[src/rtl/pipe_adder.sv]
`timescale 1ns/1ps
// -----------------------------------------------------------------------------
// pipe_adder
//   Pipelined W-bit unsigned adder: sm = x + y + cin, computed as LANES
//   carry-chained slices of SW = W/LANES bits, one register stage per slice.
//   Valid/ready handshake on input and output; bubbles collapse, and a full
//   pipe with a stalled consumer holds every register.
//
//   Build option: PIPE_ADDER_SAT_EN
//     defined   -> unsigned saturation; a true carry out clamps sm to all ones
//                  (zero then reads 0, cout still reports the true carry)
//     undefined -> sm is the sum modulo 2^W
//
// Parameters
//   W      operand width, multiple of LANES
//   LANES  slice count = pipeline depth (1..8)
//
// Ports
//   clk        rising-edge clock
//   rst_n      asynchronous active-low reset
//   in_valid   x/y/cin valid
//   in_ready   stage 0 can accept this cycle
//   cin        carry in
//   x, y       operands
//   out_valid  sm/cout/zero valid
//   out_ready  consumer accepts
//   sm         sum (saturated in the SAT build)
//   cout       true carry out of bit W-1
//   zero       sm == 0, registered together with sm
// -----------------------------------------------------------------------------
module pipe_adder #(
    parameter int W     = 32,
    parameter int LANES = 4
) (
    input  logic         clk,
    input  logic         rst_n,
    input  logic         in_valid,
    output logic         in_ready,
    input  logic         cin,
    input  logic [W-1:0] x,
    input  logic [W-1:0] y,
    output logic         out_valid,
    input  logic         out_ready,
    output logic [W-1:0] sm,
    output logic         cout,
    output logic         zero
);

    localparam int SW = W / LANES;

`ifdef PIPE_ADDER_SAT_EN
    function automatic logic [W-1:0] f_sat(input logic [W-1:0] s, input logic c);
        return c ? {W{1'b1}} : s;
    endfunction
`endif

    logic [LANES-1:0] w_v;
    logic [LANES-1:0] w_ld;
    logic             w_run;

    // Stage k may load when it is empty or everything downstream of it moves.
    // Equivalent to ~v[k] | adv[k+1], written as a running OR so there is no
    // combinational self-reference inside one vector.
    always_comb begin
        w_run = out_ready;
        w_ld  = '0;
        for (int k = LANES - 1; k >= 0; k--) begin
            w_run   = w_run | ~w_v[k];
            w_ld[k] = w_run;
        end
    end

    assign in_ready = rst_n & w_ld[0];

    for (genvar k = 0; k < LANES; k++) begin : g_stage
        // Width of the not-yet-consumed part of y arriving at this stage.
        localparam int YI = W - k * SW;

        logic [W-1:0]  w_src_acc;
        logic [YI-1:0] w_src_y;
        logic          w_src_c;
        logic          w_src_v;
        logic [SW:0]   w_slice;
        logic [W-1:0]  w_acc_nxt;
        logic [W-1:0]  w_acc_ld;
        logic          r_v;
        logic          r_c;
        logic [W-1:0]  r_acc;

        if (k == 0) begin : g_src
            assign w_src_acc = x;
            assign w_src_y   = y;
            assign w_src_c   = cin;
            assign w_src_v   = in_valid;
        end else begin : g_src
            assign w_src_acc = g_stage[k-1].r_acc;
            assign w_src_y   = g_stage[k-1].g_y.r_y;
            assign w_src_c   = g_stage[k-1].r_c;
            assign w_src_v   = g_stage[k-1].r_v;
        end

        // The slice to add is always in the low SW bits: x rotates right by one
        // slice per stage with the finished result slice entering at the top,
        // so after LANES stages the accumulator holds the sum in order.
        assign w_slice = {1'b0, w_src_acc[SW-1:0]} + {1'b0, w_src_y[SW-1:0]}
                       + {{SW{1'b0}}, w_src_c};

        if (LANES == 1) begin : g_rot
            assign w_acc_nxt = w_slice[SW-1:0];
        end else begin : g_rot
            assign w_acc_nxt = {w_slice[SW-1:0], w_src_acc[W-1:SW]};
        end

        // Remaining y slices shift down and shrink; the last stage needs none.
        if (k < LANES - 1) begin : g_y
            logic [YI-SW-1:0] r_y;
            always_ff @(posedge clk or negedge rst_n) begin
                if (!rst_n) begin
                    r_y <= '0;
                end else if (w_ld[k] && w_src_v) begin
                    r_y <= w_src_y[YI-1:SW];
                end
            end
        end

        if (k == LANES - 1) begin : g_last
            logic r_zero;
`ifdef PIPE_ADDER_SAT_EN
            assign w_acc_ld = f_sat(w_acc_nxt, w_slice[SW]);
`else
            assign w_acc_ld = w_acc_nxt;
`endif
            // zero follows the value actually driven on sm, in the same edge.
            always_ff @(posedge clk or negedge rst_n) begin
                if (!rst_n) begin
                    r_zero <= 1'b0;
                end else if (w_ld[k] && w_src_v) begin
                    r_zero <= (w_acc_ld == '0);
                end
            end
            assign out_valid = r_v;
            assign sm        = r_acc;
            assign cout      = r_c;
            assign zero      = r_zero;
        end else begin : g_last
            assign w_acc_ld = w_acc_nxt;
        end

        always_ff @(posedge clk or negedge rst_n) begin
            if (!rst_n) begin
                r_v   <= 1'b0;
                r_c   <= 1'b0;
                r_acc <= '0;
            end else if (w_ld[k]) begin
                r_v <= w_src_v;
                if (w_src_v) begin
                    r_acc <= w_acc_ld;
                    r_c   <= w_slice[SW];
                end
            end
        end

        assign w_v[k] = r_v;
    end

endmodule

[config.mk]
export PLATFORM = sky130hd
export DESIGN_NAME = pipe_adder
export DESIGN_NICKNAME = d
export VERILOG_FILES = /design/src/rtl/pipe_adder.sv
export SDC_FILE = /design/constraint.sdc
export NUM_CORES = 1
export LEC_CHECK = 0
export BUFFER_PORTS_ARGS = -buffer_cell sky130_fd_sc_hd__clkbuf_2
export CAP_MARGIN = 20
export CORE_ASPECT_RATIO = 1.1
export CORE_MARGIN = 4
export CORE_UTILIZATION = 32
export CTS_CLUSTER_SIZE = 16
export DETAILED_ROUTE_END_ITERATION = 10
export SLEW_MARGIN = 20
export SYNTH_ARGS = -nofsm -noshare
export SYNTH_HDL_FRONTEND = slang
export SYNTH_SLANG_ARGS = --single-unit
[constraint.sdc]
create_clock -name clk -period 4.4 [get_ports clk]
set_input_delay 0.66 -clock clk [delete_from_list [all_inputs] [get_ports clk]]
set_output_delay 0.66 -clock clk [all_outputs]
set_load 0.02 [all_outputs]
Word-level counts from Yosys, hierarchy flattened
Cells that the tools add are included.
{"block": "word_totals", "reg_bits": 185, "inputBits": 69, "output_inout_bits": 36, "elab_cells": 42}
{"block": "classes", "n_addsub": 8, "bitwise": 9, "reduce_logical": 9}
{"operator": "$add 8x8->9", "n": 4}
{"operator": "$add 9x1->9", "n": 4}
{"operator": "$logic_not 32->1", "n": 1}
{"operator": "$reduce_and 2->1", "n": 4}
{"operator": "$logic_and 1x1->1", "n": 4}
{"operator": "$not 1->1", "n": 4}
{"operator": "$or 1x1->1", "n": 4}
{"operator": "$and 1x1->1", "n": 1}

Longest topological paths before layout
{"block": "logic_depth", "depth_word": 6, "ltp_mapped": 10, "mapped_depth_nobuf": 10}

Worst setup path after synthesis
OpenSTA, ideal clock, no wires.
{"block": "synth_path", "path_kind": "input -> register", "startpoint": "input port y[0]", "endpoint": "register g_stage[0].r_c", "setup_ps": 127, "arrival_ps": 2247, "required_ps": 4273, "setup_slack_ps": 2026, "cell_stages": 10, "path_buffers": 0, "cell_sequence": "inv_1 -> fa_1 -> inv_1 -> fa_1 -> a21o_1 -> a21oi_1 -> o21ai_1 -> a21o_1 -> a211oi_1 -> a21oi_1"}
{"block": "synth_via", "elab_chain_len": 2}
{"item": "from (decl)", "line_no": "41", "text": "input logic [W-1:0] y,"}
{"item": "$add 8x8->9", "line_no": "105", "text": "assign w_slice = {1'b0, w_src_acc[SW-1:0]} + {1'b0, w_src_y[SW-1:0]}"}
{"item": "$add 9x1->9", "line_no": "106", "text": "+ {{SW{1'b0}}, w_src_c};"}
{"item": "to (signal assigned)", "line_no": "158", "text": "r_c <= w_slice[SW];"}
{"item": "to (decl)", "line_no": "87", "text": "logic r_c;"}
No other way between the ends.
A chain may end at the register's enable or synchronous reset.

Worst setup path after layout
{"block": "layout_path", "startpoint": "register g_stage[2].r_c", "endpoint": "register g_stage[3].g_last.r_zero, in the netlist zero"}
{"block": "layout_via", "elab_chain_len": 2}
{"item": "from (decl)", "line_no": "87"}
{"item": "from (signal assigned)", "line_no": "158"}
{"item": "$add 9x1->9", "line_no": "106"}
{"item": "net g_stage[3].w_slice[1]", "line_no": "83", "text": "logic [SW:0] w_slice;"}
{"item": "$logic_not 32->1", "line_no": "138", "text": "r_zero <= (w_acc_ld == '0);"}
{"item": "to (signal assigned)", "line_no": "138"}
{"item": "to (decl)", "line_no": "127", "text": "logic r_zero;"}
The timed path passes the listed nets, and every way through them passes these cells.

==> impl_results.md <==
- First-pass GRT wire length: 26400 um
- Vias in the first global route: 5015
- Crit Path Max Fanout: 2
- RePlAce Congestion: 0.750
- Worst reg2reg setup slack: 1.65 ns
- Final setup fails: 0
- Die H: 175 um
- Total track usage: 0.119
- TritonCTS Buffers: 17
- CTS root buffer: clkbuf_16
- Cts-stage hold buffer count: 0
- Most frequent cells in the layout: dfrtp_1 (185), mux2_2 (150), clkbuf_2 (103), nand2_1 (29), ha_1 (28)
- Synth Cell Area: 8160 sq um
- Clock skew: 0.0104 ns
- Area growth, synth to finish: 17.9%
- Syn Nets: 706
- Power per cell area: 643 nW/um^2
- Pin count of the biggest net entering global routing: 75
- Distinct cells, synth: 47
- EDFF count, synth: 0
- Core Rows: 61
- Drt initial violations: 195
- Routed via count: 4839
- Cts repair resizes: 0
- Residual DRC: 0
- Inserted Diodes: 0
- Die X: 160 um
- RSZ-0062 raised after global routing: false
- H-Tree Depth: 4
- Port Buffer Count: 104
- Pins Over Slew Limit: 0
- Fillers: 2464
- # nets final: 814
- Kind of critical path: flop to flop
- Ys flop type: dfrtp_1
- Setup WS pre-CTS: 1.59 ns
- Clock Tree Buf Depth: 2
- Setup slack after layout: 1.65 ns
- Clk_lat worst skew: 0.43 ns
- Leak Pwr: 4.38 nW
- Total core area: 25200 sq um
- Number of iterations in the first detailed-routing pass: 4
- MaxCap Viol Count: 0
- Hold Vio Cnt, Final: 0
- Period Utilization, post-route: 0.625
- Avg Cell Area, Syn: 13.6 sq um
- Post-synthesis sequential area ratio: 0.567
- Final min period: 2.75 ns
- Max IR drop VDD: 278 uV
- Yosys warns: 0
- Fmax: 363 MHz
- Post-Route WL: 15900 um
- Initial Utilization: 0.324
- Clk sink count: 185
- Cells after Synth: 601
- Asr flop ratio synth: 1.00
- CP arrival: 3.12 ns
- Setup TNS: 0 ns
- Crit. Startpoint: g_stage[2].r_c
- Status: finished clean
- HP Class: primary input to async pin
- Least-Margin Pin Slew: 0.941 ns
- Wire length per cell: 15.3 um
- DP Wirelength: 11500 um
- Setup repair bufs after CTS: 0
- Worst reg2reg path startpoint: g_stage[2].r_c
- Overflow left after global routing: 0
- Cells on worst reg2reg path: 8
- Initial antenna violation count: 0
- Vias/cell: 4.67
- Clk pin slew, worst setup/hold paths: 0.07 ns
- CTS tree: done
- I/O Pins: 105
- Relative slew slack: 0.370
- Crit path required time: 4.77 ns
- Worst r2r dst: zero
- Startpoint Class: flop
- CP endpoint kind: flop
- FF+latch count, synth: 185
- Most common cell after layout, fill and taps aside: dfrtp_1
- Antenna Nets Post-Route: 0
- Die area: 28100 sq um
- Share of layout cells above drive strength 1: 0.421
[flip-flops by register name, summed over array words and instances (netlist names)]
register and cells:
g_stage.r_v 3, zero 1, cout 1, g_stage.r_c 3, g_stage.g_y.r_y 48, sm 32, out_valid 1, g_stage.r_acc 96
[cell usage after synthesis, types with 2 or more instances]
cell type	instances	share of area
dfrtp_1	185	0.57
mux2_2	150	0.21
nand2_1	32	0.015
ha_1	28	0.043
inv_1	23	0.011
o21ai_0	22	0.013
a21oi_1	14	0.0086
buf_2	14	0.0086
nor2_1	14	0.0064
xnor2_1	12	0.013
fa_1	8	0.020
nor3_1	7	0.0043
a21o_1	6	0.0055
buf_4	6	0.0055
o21ai_1	6	0.0037
o31ai_1	6	0.0055
nor2b_1	5	0.0038
o21a_1	5	0.0046
nand2b_1	4	0.0031
nand3_1	4	0.0025
nor4_1	4	0.0031
o21bai_1	4	0.0037
xor2_1	4	0.0043
and2_1	3	0.0023
nand4_1	3	0.0023
or3_1	3	0.0023
a211oi_1	2	0.0018
a41o_1	2	0.0025
mux2i_1	2	0.0025
nor3b_1	2	0.0018
nor4_2	2	0.0031
o22ai_1	2	0.0015
o41ai_1	2	0.0021
or2_2	2	0.0015
[cells by family (layout without fill, tap and decap cells)]
| logic type | Yosys count | after routing | share of synthesized area |
|---|---|---|---|
| compound gates | 77 | 77 | 0.0601 |
| xor+xnor | 16 | 16 | 0.0172 |
| fa+ha+maj | 36 | 36 | 0.0625 |
| buf+inv | 45 | 166 | 0.0268 |
| flops | 185 | 185 | 0.567 |
| mux | 152 | 152 | 0.209 |
| simple gates | 90 | 90 | 0.0567 |
[power breakdown]
| group | internal, W | switching (W) | total [W] |
|---|---|---|---|
| registers | 0.00227 | 0.000361 | 0.00263 |
| clock network | 0.000878 | 0.000677 | 0.00155 |
| logic | 0.000970 | 0.00103 | 0.00200 |
[metal layers]
layer	wire length, um	vias to the layer above	GRT usage
met4	276	0	0.0441
li1	-	2357	-
met5	0	-	0
met2	7420	75	0.186
met3	557	21	0.0263
met1	7650	2386	0.162
[worst max-delay path by stage]
stage,cells after the start,to,slack (ns)
floorplan,10,g_stage[0].r_c,2.03
global placement,8,zero,1.63
detailed placement,8,zero,1.59
CTS,8,zero,1.58
global route,8,zero,1.49
finish,8,zero,1.65
[layout make-up]
class	instances	area (sq um)	area share
Clock buffer	20	457	0.0475
Clock inverter	12	139	0.0144
Timing Repair Buffer	111	594	0.0618
Multi-Input combinational cell	371	3320	0.345
Sequential cell	185	4630	0.481
Tap cell	315	394	0.0410
Inverter	23	86.3	0.00897
[per-stage QoR]
stage	area, sq um	utilization	power [W]	hold WS [ns]	cells
2_1_floorplan	8160	-	0.00405	0.364	601
3_3_place_gp	9030	0.358	0.00467	0.458	1005
3_5_place_dp	9030	0.358	0.00472	0.468	1005
4_1_cts	9620	0.382	0.00631	0.247	1037
5_1_grt	9620	0.382	0.00664	0.270	1037
6_report	9620	0.382	0.00619	0.237	1037
[critical path: stages (launching register included)]
cell and delay, ns:
dfrtp_1 0.41, fa_1 0.49, fa_1 0.49, nor4_1 0.27
nand4_1 0.15, nor4_2 0.32, nand4_1 0.19, and4b_1 0.29
a21o_1 0.08
Power figures use the tool's default switching activity.
